===== src/rtl/pac_game_pkg.sv =====
// Shared definitions for the coin game controller: state encoding,
// default geometry/game parameters and a tile-coordinate helper.
package pac_game_pkg;

    typedef enum logic [2:0] {
        ST_INIT  = 3'd0,
        ST_PLAY  = 3'd1,
        ST_DEATH = 3'd2,
        ST_CLEAR = 3'd3,
        ST_OVER  = 3'd4
    } game_state_t;

    localparam int DEF_MAP_W        = 48;
    localparam int DEF_MAP_H        = 27;
    localparam int DEF_TILE_PX      = 40;
    localparam int DEF_N_ENEMY      = 4;
    localparam int DEF_LIVES        = 3;
    localparam int DEF_SCORE_W      = 16;
    localparam int DEF_COIN_CODE    = 2;
    localparam int DEF_COIN_PTS     = 10;
    localparam int DEF_DEATH_FRAMES = 60;
    localparam int DEF_CLEAR_FRAMES = 120;

    localparam int ADDR_W  = 11;
    localparam int POS_W   = 12;
    localparam int FRAME_W = 16;

    // Tile index along one axis for a sprite whose top-left pixel is pos:
    // the sprite centre (pos + half a tile) divided by the tile edge.
    function automatic logic [12:0] tile_coord(input logic [11:0] pos, input int tile_px);
        logic [12:0] centre;
        centre = {1'b0, pos} + 13'(tile_px / 2);
        return centre / 13'(tile_px);
    endfunction

endpackage


===== src/rtl/pac_overlap.sv =====
// Purely combinational overlap test of two TILE_PX x TILE_PX squares given
// their top-left corners. Sums are 13 bits wide so they never wrap.
module pac_overlap
    import pac_game_pkg::*;
#(
    parameter int TILE_PX = DEF_TILE_PX
) (
    input  logic [11:0] a_x,
    input  logic [11:0] a_y,
    input  logic [11:0] b_x,
    input  logic [11:0] b_y,
    output logic        hit
);

    localparam logic [12:0] EDGE = 13'(TILE_PX);

    logic [12:0] ax;
    logic [12:0] ay;
    logic [12:0] bx;
    logic [12:0] by;

    assign ax = {1'b0, a_x};
    assign ay = {1'b0, a_y};
    assign bx = {1'b0, b_x};
    assign by = {1'b0, b_y};

    // Strict inequalities: squares that merely touch do not collide.
    assign hit = (ax < bx + EDGE) && (bx < ax + EDGE) &&
                 (ay < by + EDGE) && (by < ay + EDGE);

endmodule


===== src/rtl/coin_game_ctrl.sv =====
// Game controller: loads the coin map from the tile ROM, lets Pac-Man eat
// coins, detects enemy collisions and sequences death / level-clear /
// game-over phases on frame ticks.
module coin_game_ctrl
    import pac_game_pkg::*;
#(
    parameter int MAP_W        = DEF_MAP_W,
    parameter int MAP_H        = DEF_MAP_H,
    parameter int TILE_PX      = DEF_TILE_PX,
    parameter int N_ENEMY      = DEF_N_ENEMY,
    parameter int LIVES        = DEF_LIVES,
    parameter int SCORE_W      = DEF_SCORE_W,
    parameter int COIN_CODE    = DEF_COIN_CODE,
    parameter int COIN_PTS     = DEF_COIN_PTS,
    parameter int DEATH_FRAMES = DEF_DEATH_FRAMES,
    parameter int CLEAR_FRAMES = DEF_CLEAR_FRAMES
) (
    input  logic                   clk_pix,
    input  logic                   reset,
    input  logic                   frame_tick,
    input  logic                   start,
    output logic [10:0]            rom_addr,
    input  logic [3:0]             rom_code,
    input  logic [11:0]            pac_x,
    input  logic [11:0]            pac_y,
    input  logic [N_ENEMY*12-1:0]  enemy_x,
    input  logic [N_ENEMY*12-1:0]  enemy_y,
    input  logic [10:0]            disp_addr,
    output logic                   coin_at_disp,
    output logic [SCORE_W-1:0]     score,
    output logic [10:0]            coins_left,
    output logic [1:0]             lives,
    output logic [2:0]             state,
    output logic                   game_reset,
    output logic                   level_clear
);

    localparam int               COIN_CNT   = MAP_W * MAP_H;
    localparam logic [10:0]      CNT_A      = 11'(COIN_CNT);
    localparam logic [10:0]      LAST_ADDR  = 11'(COIN_CNT - 1);
    localparam logic [12:0]      MAP_W13    = 13'(MAP_W);
    localparam logic [12:0]      MAP_H13    = 13'(MAP_H);
    localparam logic [FRAME_W-1:0] DEATH_LAST = FRAME_W'(DEATH_FRAMES - 1);
    localparam logic [FRAME_W-1:0] CLEAR_LAST = FRAME_W'(CLEAR_FRAMES - 1);
    localparam logic [SCORE_W:0] PTS_W      = (SCORE_W + 1)'(COIN_PTS);
    localparam logic [1:0]       LIVES_INIT = 2'(LIVES);

    // One coin bit per tile.
    logic coin_mem [0:COIN_CNT-1];

    game_state_t        state_reg,       state_next;
    logic [10:0]        addr_reg,        addr_next;
    logic               wr_valid_reg,    wr_valid_next;
    logic [10:0]        wr_addr_reg,     wr_addr_next;
    logic [10:0]        fill_reg,        fill_next;
    logic [10:0]        coins_reg,       coins_next;
    logic [SCORE_W-1:0] score_reg,       score_next;
    logic [1:0]         lives_reg,       lives_next;
    logic [FRAME_W-1:0] frame_cnt_reg,   frame_cnt_next;
    logic               game_reset_reg,  game_reset_next;
    logic               level_clear_reg, level_clear_next;
    logic               coin_at_disp_reg;

    logic               mem_we;
    logic [10:0]        mem_waddr;
    logic               mem_wdata;

    logic [N_ENEMY-1:0] hit_vec;
    logic               any_hit;
    logic [12:0]        tile_x;
    logic [12:0]        tile_y;
    logic               in_map;
    logic [10:0]        tile_idx;
    logic               eat;
    logic               rom_is_coin;
    logic [SCORE_W:0]   score_sum;
    logic [SCORE_W-1:0] score_add;

    genvar gi;
    generate
        for (gi = 0; gi < N_ENEMY; gi++) begin : g_enemy
            pac_overlap #(
                .TILE_PX (TILE_PX)
            ) u_overlap (
                .a_x (pac_x),
                .a_y (pac_y),
                .b_x (enemy_x[12*gi +: 12]),
                .b_y (enemy_y[12*gi +: 12]),
                .hit (hit_vec[gi])
            );
        end
    endgenerate

    assign any_hit = |hit_vec;

    // Tile under the sprite centre; the coin lookup is asynchronous so an
    // eat lands on the very next edge.
    assign tile_x   = tile_coord(pac_x, TILE_PX);
    assign tile_y   = tile_coord(pac_y, TILE_PX);
    assign in_map   = (tile_x < MAP_W13) && (tile_y < MAP_H13);
    assign tile_idx = 11'(tile_y) * 11'(MAP_W) + 11'(tile_x);
    assign eat      = (state_reg == ST_PLAY) && in_map && coin_mem[tile_idx];

    assign rom_is_coin = (rom_code == 4'(COIN_CODE));
    assign score_sum   = {1'b0, score_reg} + PTS_W;
    assign score_add   = score_sum[SCORE_W] ? {SCORE_W{1'b1}} : score_sum[SCORE_W-1:0];

    // Next-state and datapath control for the game sequencer.
    always_comb begin
        state_next       = state_reg;
        addr_next        = addr_reg;
        wr_valid_next    = 1'b0;
        wr_addr_next     = wr_addr_reg;
        fill_next        = fill_reg;
        coins_next       = coins_reg;
        score_next       = score_reg;
        lives_next       = lives_reg;
        frame_cnt_next   = frame_cnt_reg;
        game_reset_next  = 1'b0;
        level_clear_next = 1'b0;
        mem_we           = 1'b0;
        mem_waddr        = wr_addr_reg;
        mem_wdata        = 1'b0;

        case (state_reg)
            ST_INIT: begin
                // Issue one ROM address per cycle; the data returns a cycle
                // later and is written at the address remembered in wr_addr.
                if (addr_reg < CNT_A) begin
                    addr_next     = addr_reg + 11'd1;
                    wr_valid_next = 1'b1;
                    wr_addr_next  = addr_reg;
                end
                if (wr_valid_reg) begin
                    mem_we    = 1'b1;
                    mem_waddr = wr_addr_reg;
                    mem_wdata = rom_is_coin;
                    fill_next = fill_reg + 11'd1;
                    if (rom_is_coin) begin
                        coins_next = coins_reg + 11'd1;
                    end
                    if (wr_addr_reg == LAST_ADDR) begin
                        state_next = (coins_next == 11'd0) ? ST_CLEAR : ST_PLAY;
                    end
                end
            end

            ST_PLAY: begin
                if (eat) begin
                    mem_we     = 1'b1;
                    mem_waddr  = tile_idx;
                    mem_wdata  = 1'b0;
                    coins_next = coins_reg - 11'd1;
                    score_next = score_add;
                end
                // Clearing the level outranks a simultaneous collision.
                if ((coins_reg == 11'd0) || (eat && (coins_reg == 11'd1))) begin
                    state_next       = ST_CLEAR;
                    level_clear_next = 1'b1;
                    frame_cnt_next   = '0;
                end else if (frame_tick && any_hit) begin
                    state_next      = ST_DEATH;
                    lives_next      = (lives_reg != 2'd0) ? lives_reg - 2'd1 : 2'd0;
                    game_reset_next = 1'b1;
                    frame_cnt_next  = '0;
                end
            end

            ST_DEATH: begin
                if (frame_tick) begin
                    if (frame_cnt_reg == DEATH_LAST) begin
                        frame_cnt_next = '0;
                        state_next     = (lives_reg != 2'd0) ? ST_PLAY : ST_OVER;
                    end else begin
                        frame_cnt_next = frame_cnt_reg + FRAME_W'(1);
                    end
                end
            end

            ST_CLEAR: begin
                if (frame_tick) begin
                    if (frame_cnt_reg == CLEAR_LAST) begin
                        state_next     = ST_INIT;
                        addr_next      = '0;
                        fill_next      = '0;
                        coins_next     = '0;
                        frame_cnt_next = '0;
                    end else begin
                        frame_cnt_next = frame_cnt_reg + FRAME_W'(1);
                    end
                end
            end

            ST_OVER: begin
                if (start) begin
                    state_next     = ST_INIT;
                    addr_next      = '0;
                    fill_next      = '0;
                    coins_next     = '0;
                    frame_cnt_next = '0;
                    score_next     = '0;
                    lives_next     = LIVES_INIT;
                end
            end

            default: begin
                state_next     = ST_INIT;
                addr_next      = '0;
                fill_next      = '0;
                coins_next     = '0;
                frame_cnt_next = '0;
            end
        endcase
    end

    // Sequencer and counter registers.
    always_ff @(posedge clk_pix) begin
        if (reset) begin
            state_reg       <= ST_INIT;
            addr_reg        <= '0;
            wr_valid_reg    <= 1'b0;
            wr_addr_reg     <= '0;
            fill_reg        <= '0;
            coins_reg       <= '0;
            score_reg       <= '0;
            lives_reg       <= LIVES_INIT;
            frame_cnt_reg   <= '0;
            game_reset_reg  <= 1'b0;
            level_clear_reg <= 1'b0;
        end else begin
            state_reg       <= state_next;
            addr_reg        <= addr_next;
            wr_valid_reg    <= wr_valid_next;
            wr_addr_reg     <= wr_addr_next;
            fill_reg        <= fill_next;
            coins_reg       <= coins_next;
            score_reg       <= score_next;
            lives_reg       <= lives_next;
            frame_cnt_reg   <= frame_cnt_next;
            game_reset_reg  <= game_reset_next;
            level_clear_reg <= level_clear_next;
        end
    end

    // Coin map write port (sweep fill or eat clear, never both at once).
    always_ff @(posedge clk_pix) begin
        if (mem_we) begin
            coin_mem[mem_waddr] <= mem_wdata;
        end
    end

    // Display read port; bits beyond the fill point of the current sweep
    // (or beyond the map) read as empty, which also hides stale contents.
    always_ff @(posedge clk_pix) begin
        if (reset) begin
            coin_at_disp_reg <= 1'b0;
        end else if (disp_addr < fill_reg) begin
            coin_at_disp_reg <= coin_mem[disp_addr];
        end else begin
            coin_at_disp_reg <= 1'b0;
        end
    end

    assign rom_addr     = addr_reg;
    assign coin_at_disp = coin_at_disp_reg;
    assign score        = score_reg;
    assign coins_left   = coins_reg;
    assign lives        = lives_reg;
    assign state        = state_reg;
    assign game_reset   = game_reset_reg;
    assign level_clear  = level_clear_reg;

endmodule


===== config.mk =====
export PLATFORM = sky130hd
export DESIGN_NAME = coin_game_ctrl
export DESIGN_NICKNAME = d
export VERILOG_FILES = /design/src/rtl/pac_game_pkg.sv /design/src/rtl/pac_overlap.sv /design/src/rtl/coin_game_ctrl.sv
export SDC_FILE = /design/constraint.sdc
export NUM_CORES = 2
export LEC_CHECK = 0
export ABC_CLOCK_PERIOD_IN_PS = 44000
export CORE_MARGIN = 5
export CORE_UTILIZATION = 40
export CTS_BUF_LIST = sky130_fd_sc_hd__clkbuf_2
export DETAILED_ROUTE_END_ITERATION = 10
export PLACE_DENSITY = 0.63
export REMOVE_ABC_BUFFERS = 1
export SYNTH_ARGS = -nofsm -noshare
export SYNTH_HDL_FRONTEND = slang
export SYNTH_SLANG_ARGS = --single-unit

===== constraint.sdc =====
create_clock -name clk_pix -period 44 [get_ports clk_pix]
set_clock_uncertainty 0.1 [all_clocks]
set_input_delay 4.4 -clock clk_pix [delete_from_list [all_inputs] [get_ports clk_pix]]
set_output_delay 4.4 -clock clk_pix [all_outputs]
set_load 0.005 [all_outputs]

==> results_dict.tcl <==
set metrics [dict create \
    synth_cell_types 99 \
    postCtsSetupBuffers 0 \
    violations "capacitance limit, slew limit" \
    synth_compound_area_frac 0.130 \
    synth_top_family_by_area "simple AND/OR/NAND/NOR gates" \
    endpoint_kind "flop" \
    p_clk_frac 0.223 \
    slowest_stage "a32o_1" \
    syn_to_final_growth_pct 9.55 \
    cts_made_buffers 375 \
    placed_cells 9861 \
    yosysWarnings 0 \
    hold_viol 0 \
    postCtsResizedCells 0 \
    status "finished with violations" \
    hp-start "frame_cnt_reg[15]" \
    crit_type "primary input to flop" \
    rrSetupSlack_ps 36970 \
    crit_start "pac_y[5]" \
    synth_top_area_share 0.473 \
    worstHoldPathCells 2 \
    fin_cells 10500 \
    ios 185 \
    worstPathArrival_ps 17690 \
    vias 71100 \
    rsz0062_at_grt "false" \
    postPlaceCellArea_um2 87000 \
    slew_headroom -0.0924 \
    hold_end "frame_cnt_reg[15]" \
    cp-start-kind "primary input" \
    via_per_inst 6.77 \
    synth_edf_count 1296 \
    ys_seq_elements 1381 \
    die_w_um 463 \
    drt_pre_antenna_iters 8 \
    maxCapViolations 2 \
    rows 166 \
    final_area_um2 90100 \
    place.gp.congestion 0.947 \
    min_period_ps 16360 \
    seqPwrFrac 0.364 \
    gr-total-overflow 0 \
    final_antenna_net_count 0 \
    yosys.area_share.simple 0.151 \
    track_usage 0.293 \
    worst_pin_slew_ps 1630 \
    grt_pass1_vias 67700 \
    synth_area_leaders "edfxtp_1, mux4_2, nor2_1" \
    slowest_delay_ps 1110 \
    swShare 0.447 \
    routedWlPerCell_um 31.3 \
    synth_xor_area_frac 0.0125 \
    drv_slew 14 \
    synth_top_area_cell "edfxtp_1" \
    routed_wl_um 328000 \
    antenna_found_initial 19 \
    p_comb_frac 0.413 \
    fillers 19100 \
    cts-root-buf "clkbuf_2" \
    path_delay_family "compound AO/OA/AOI/OAI gates" \
    synthArstFlopShare 0 \
    core_um2 205000 \
    switchingPower_mw 1.78 \
    p_int_mw 2.20 \
    max_freq_ghz 0.0611 \
    ys.flop_type "edfxtp_1" \
    crit_buf_inv 6 \
    synth_mux_area_frac 0.140 \
    die_y_um 463 \
    netlist_instances 7481 \
    post-synth-top-count-cell "nor2_1" \
    ir_drop_mv 0.0982 \
    path_max_fanout 35 \
    setup_tns_ps 0 \
    r2r-start "coin_mem[388]" \
    cts_tree "yes" \
    power.leakage_nw 30.3 \
    die_area_um2 215000 \
    rr_endpoint "coin_mem[1290]" \
    grt_pass1_wl_um 469000 \
    fin_crit_sh 0.372 \
    r2r_cells 14 \
    fin_nets 7904 \
    avgSynthCellArea_um2 11.0 \
    drive_above_1_share 0.180 \
    setup_viol 0 \
    largest_register_ffs 1296 \
    start_util 0.402 \
    clk_latency_ps 1900 \
    synth_area_um2 82200 \
    hp-class "flop to flop" \
    clock_sinks 1381 \
    htreeDepth 5 \
    grt_max_degree 253 \
    drcViolationCount 0 \
    p_per_area_nw_per_um2 44.2 \
    clockBufferDepth 4 \
    drtIter0Drc 12600 \
    cts_hold_buf 0 \
    synth_common_cells "nor2_1, edfxtp_1, nand2_1, mux4_2, clkbuf_1" \
    synth_fa_ha_area_frac 0.0330 \
    cp.required_ps 45330 \
    ys_seq_area_frac 0.494 \
    hpwlAfterDp_um 191000 \
    portBuffers 184 \
    path_clk_slew_ps 90 \
]
-- power groups by stage --
stage,clock network (mW),logic [mW],registers (mW)
CTS,0.894,1.54,1.45
global placement,0,1.53,1.48
finish,0.889,1.64,1.45
floorplan,0,0.864,1.49
detailed placement,0,1.54,1.48
global route,0.964,1.65,1.45
-- cell usage in the layout (no fill, tap or decap), types with 21 or more instances in the layout --
| cell type | instances |
|---|---|
| clkdlybuf4s50_1 | 178 |
| o211ai_1 | 31 |
| o21ai_0 | 214 |
| o221ai_1 | 41 |
| nor2_1 | 1404 |
| ha_1 | 210 |
| dfxtp_1 | 85 |
| o22ai_1 | 67 |
| a221o_1 | 28 |
| nor4_1 | 35 |
| edfxtp_1 | 1296 |
| nor3_1 | 86 |
| a221oi_1 | 87 |
| clkbuf_2 | 542 |
| xnor2_1 | 51 |
| and3_1 | 192 |
| a211oi_1 | 122 |
| mux2i_1 | 141 |
| mux4_2 | 435 |
| o22ai_2 | 35 |
| a2111oi_0 | 30 |
| a32oi_1 | 37 |
| clkinv_1 | 64 |
| buf_4 | 206 |
| a311oi_1 | 45 |
| or3_1 | 42 |
| nor2b_1 | 32 |
| o21ai_4 | 27 |
| nand3_1 | 251 |
| nand4_1 | 43 |
| xor2_1 | 64 |
| mux2_2 | 21 |
| a22oi_1 | 32 |
| a31oi_1 | 86 |
| a21oi_1 | 291 |
| nand2_1 | 620 |
| a21o_1 | 128 |
| nand2b_1 | 48 |
| inv_1 | 78 |
-- layout make-up --
cell class	instances	area, um^2	area share
Antenna cell	12	30.0	0.000333
Clock buffer	541	2710	0.0301
Clock inverter	80	315	0.00350
Inverter	78	293	0.00325
Multi-Input combinational cell	5320	39300	0.436
Sequential cell	1381	40600	0.451
Tap cell	2688	3360	0.0373
Timing Repair Buffer	395	3480	0.0387
-- routing by layer --
metal  global-route usage  part of all wire  up-vias
li1                     -                 -    28800
met1                0.378              0.35    34700
met2                0.431              0.43     6187
met3               0.0887              0.15     1406
met4                0.182             0.074        8
met5              0.00290           0.00015        -
-- kinds of logic after synthesis --
group | after synthesis
and+or+nand+nor | 2855
AOI/OAI and AO/OA | 1532
DFF | 1381
buffers and inverters | 780
muxes | 600
adders and majority gates | 216
xor gates and xnor gates | 117
-- how the worst max path moves through the flow --
stage                           to  slack [ps]  depth (start not counted)
finish              coin_mem[1290]       27640                         33
global route        coin_mem[1290]       27450                         33
CTS                 coin_mem[1290]       28490                         33
detailed placement  coin_mem[1290]       26590                         33
global placement    coin_mem[1290]       26690                         34
floorplan           coin_mem[1293]       17350                         19
-- worst reg2reg max path, cell delays in order (launching register included) --
cell and delay (ps):
edfxtp_1 420, nor2_1 70, o21ai_0 160, a31oi_1 140, a311oi_1 820, o221ai_1 280, a22oi_1 360, o2111ai_1 250
o22ai_1 250, o22a_1 400, o31a_2 830, a32o_1 1140, o21ai_4 590, buf_4 530, nor3_1 310
-- through the flow --
| step | worst slack, ps | hold WS, ps | utilization | power [mW] |
|---|---|---|---|---|
| after floorplan | 17350 | 347 | - | 2.35 |
| after global routing | 27450 | 437 | 0.440 | 4.07 |
| after CTS | 28490 | 390 | 0.440 | 3.89 |
| after detailed placement | 26590 | 376 | 0.425 | 3.02 |
| after global placement | 26690 | 364 | 0.425 | 3.00 |
| final | 27640 | 387 | 0.440 | 3.98 |
Note: power is estimated with default switching activity, not from simulation.
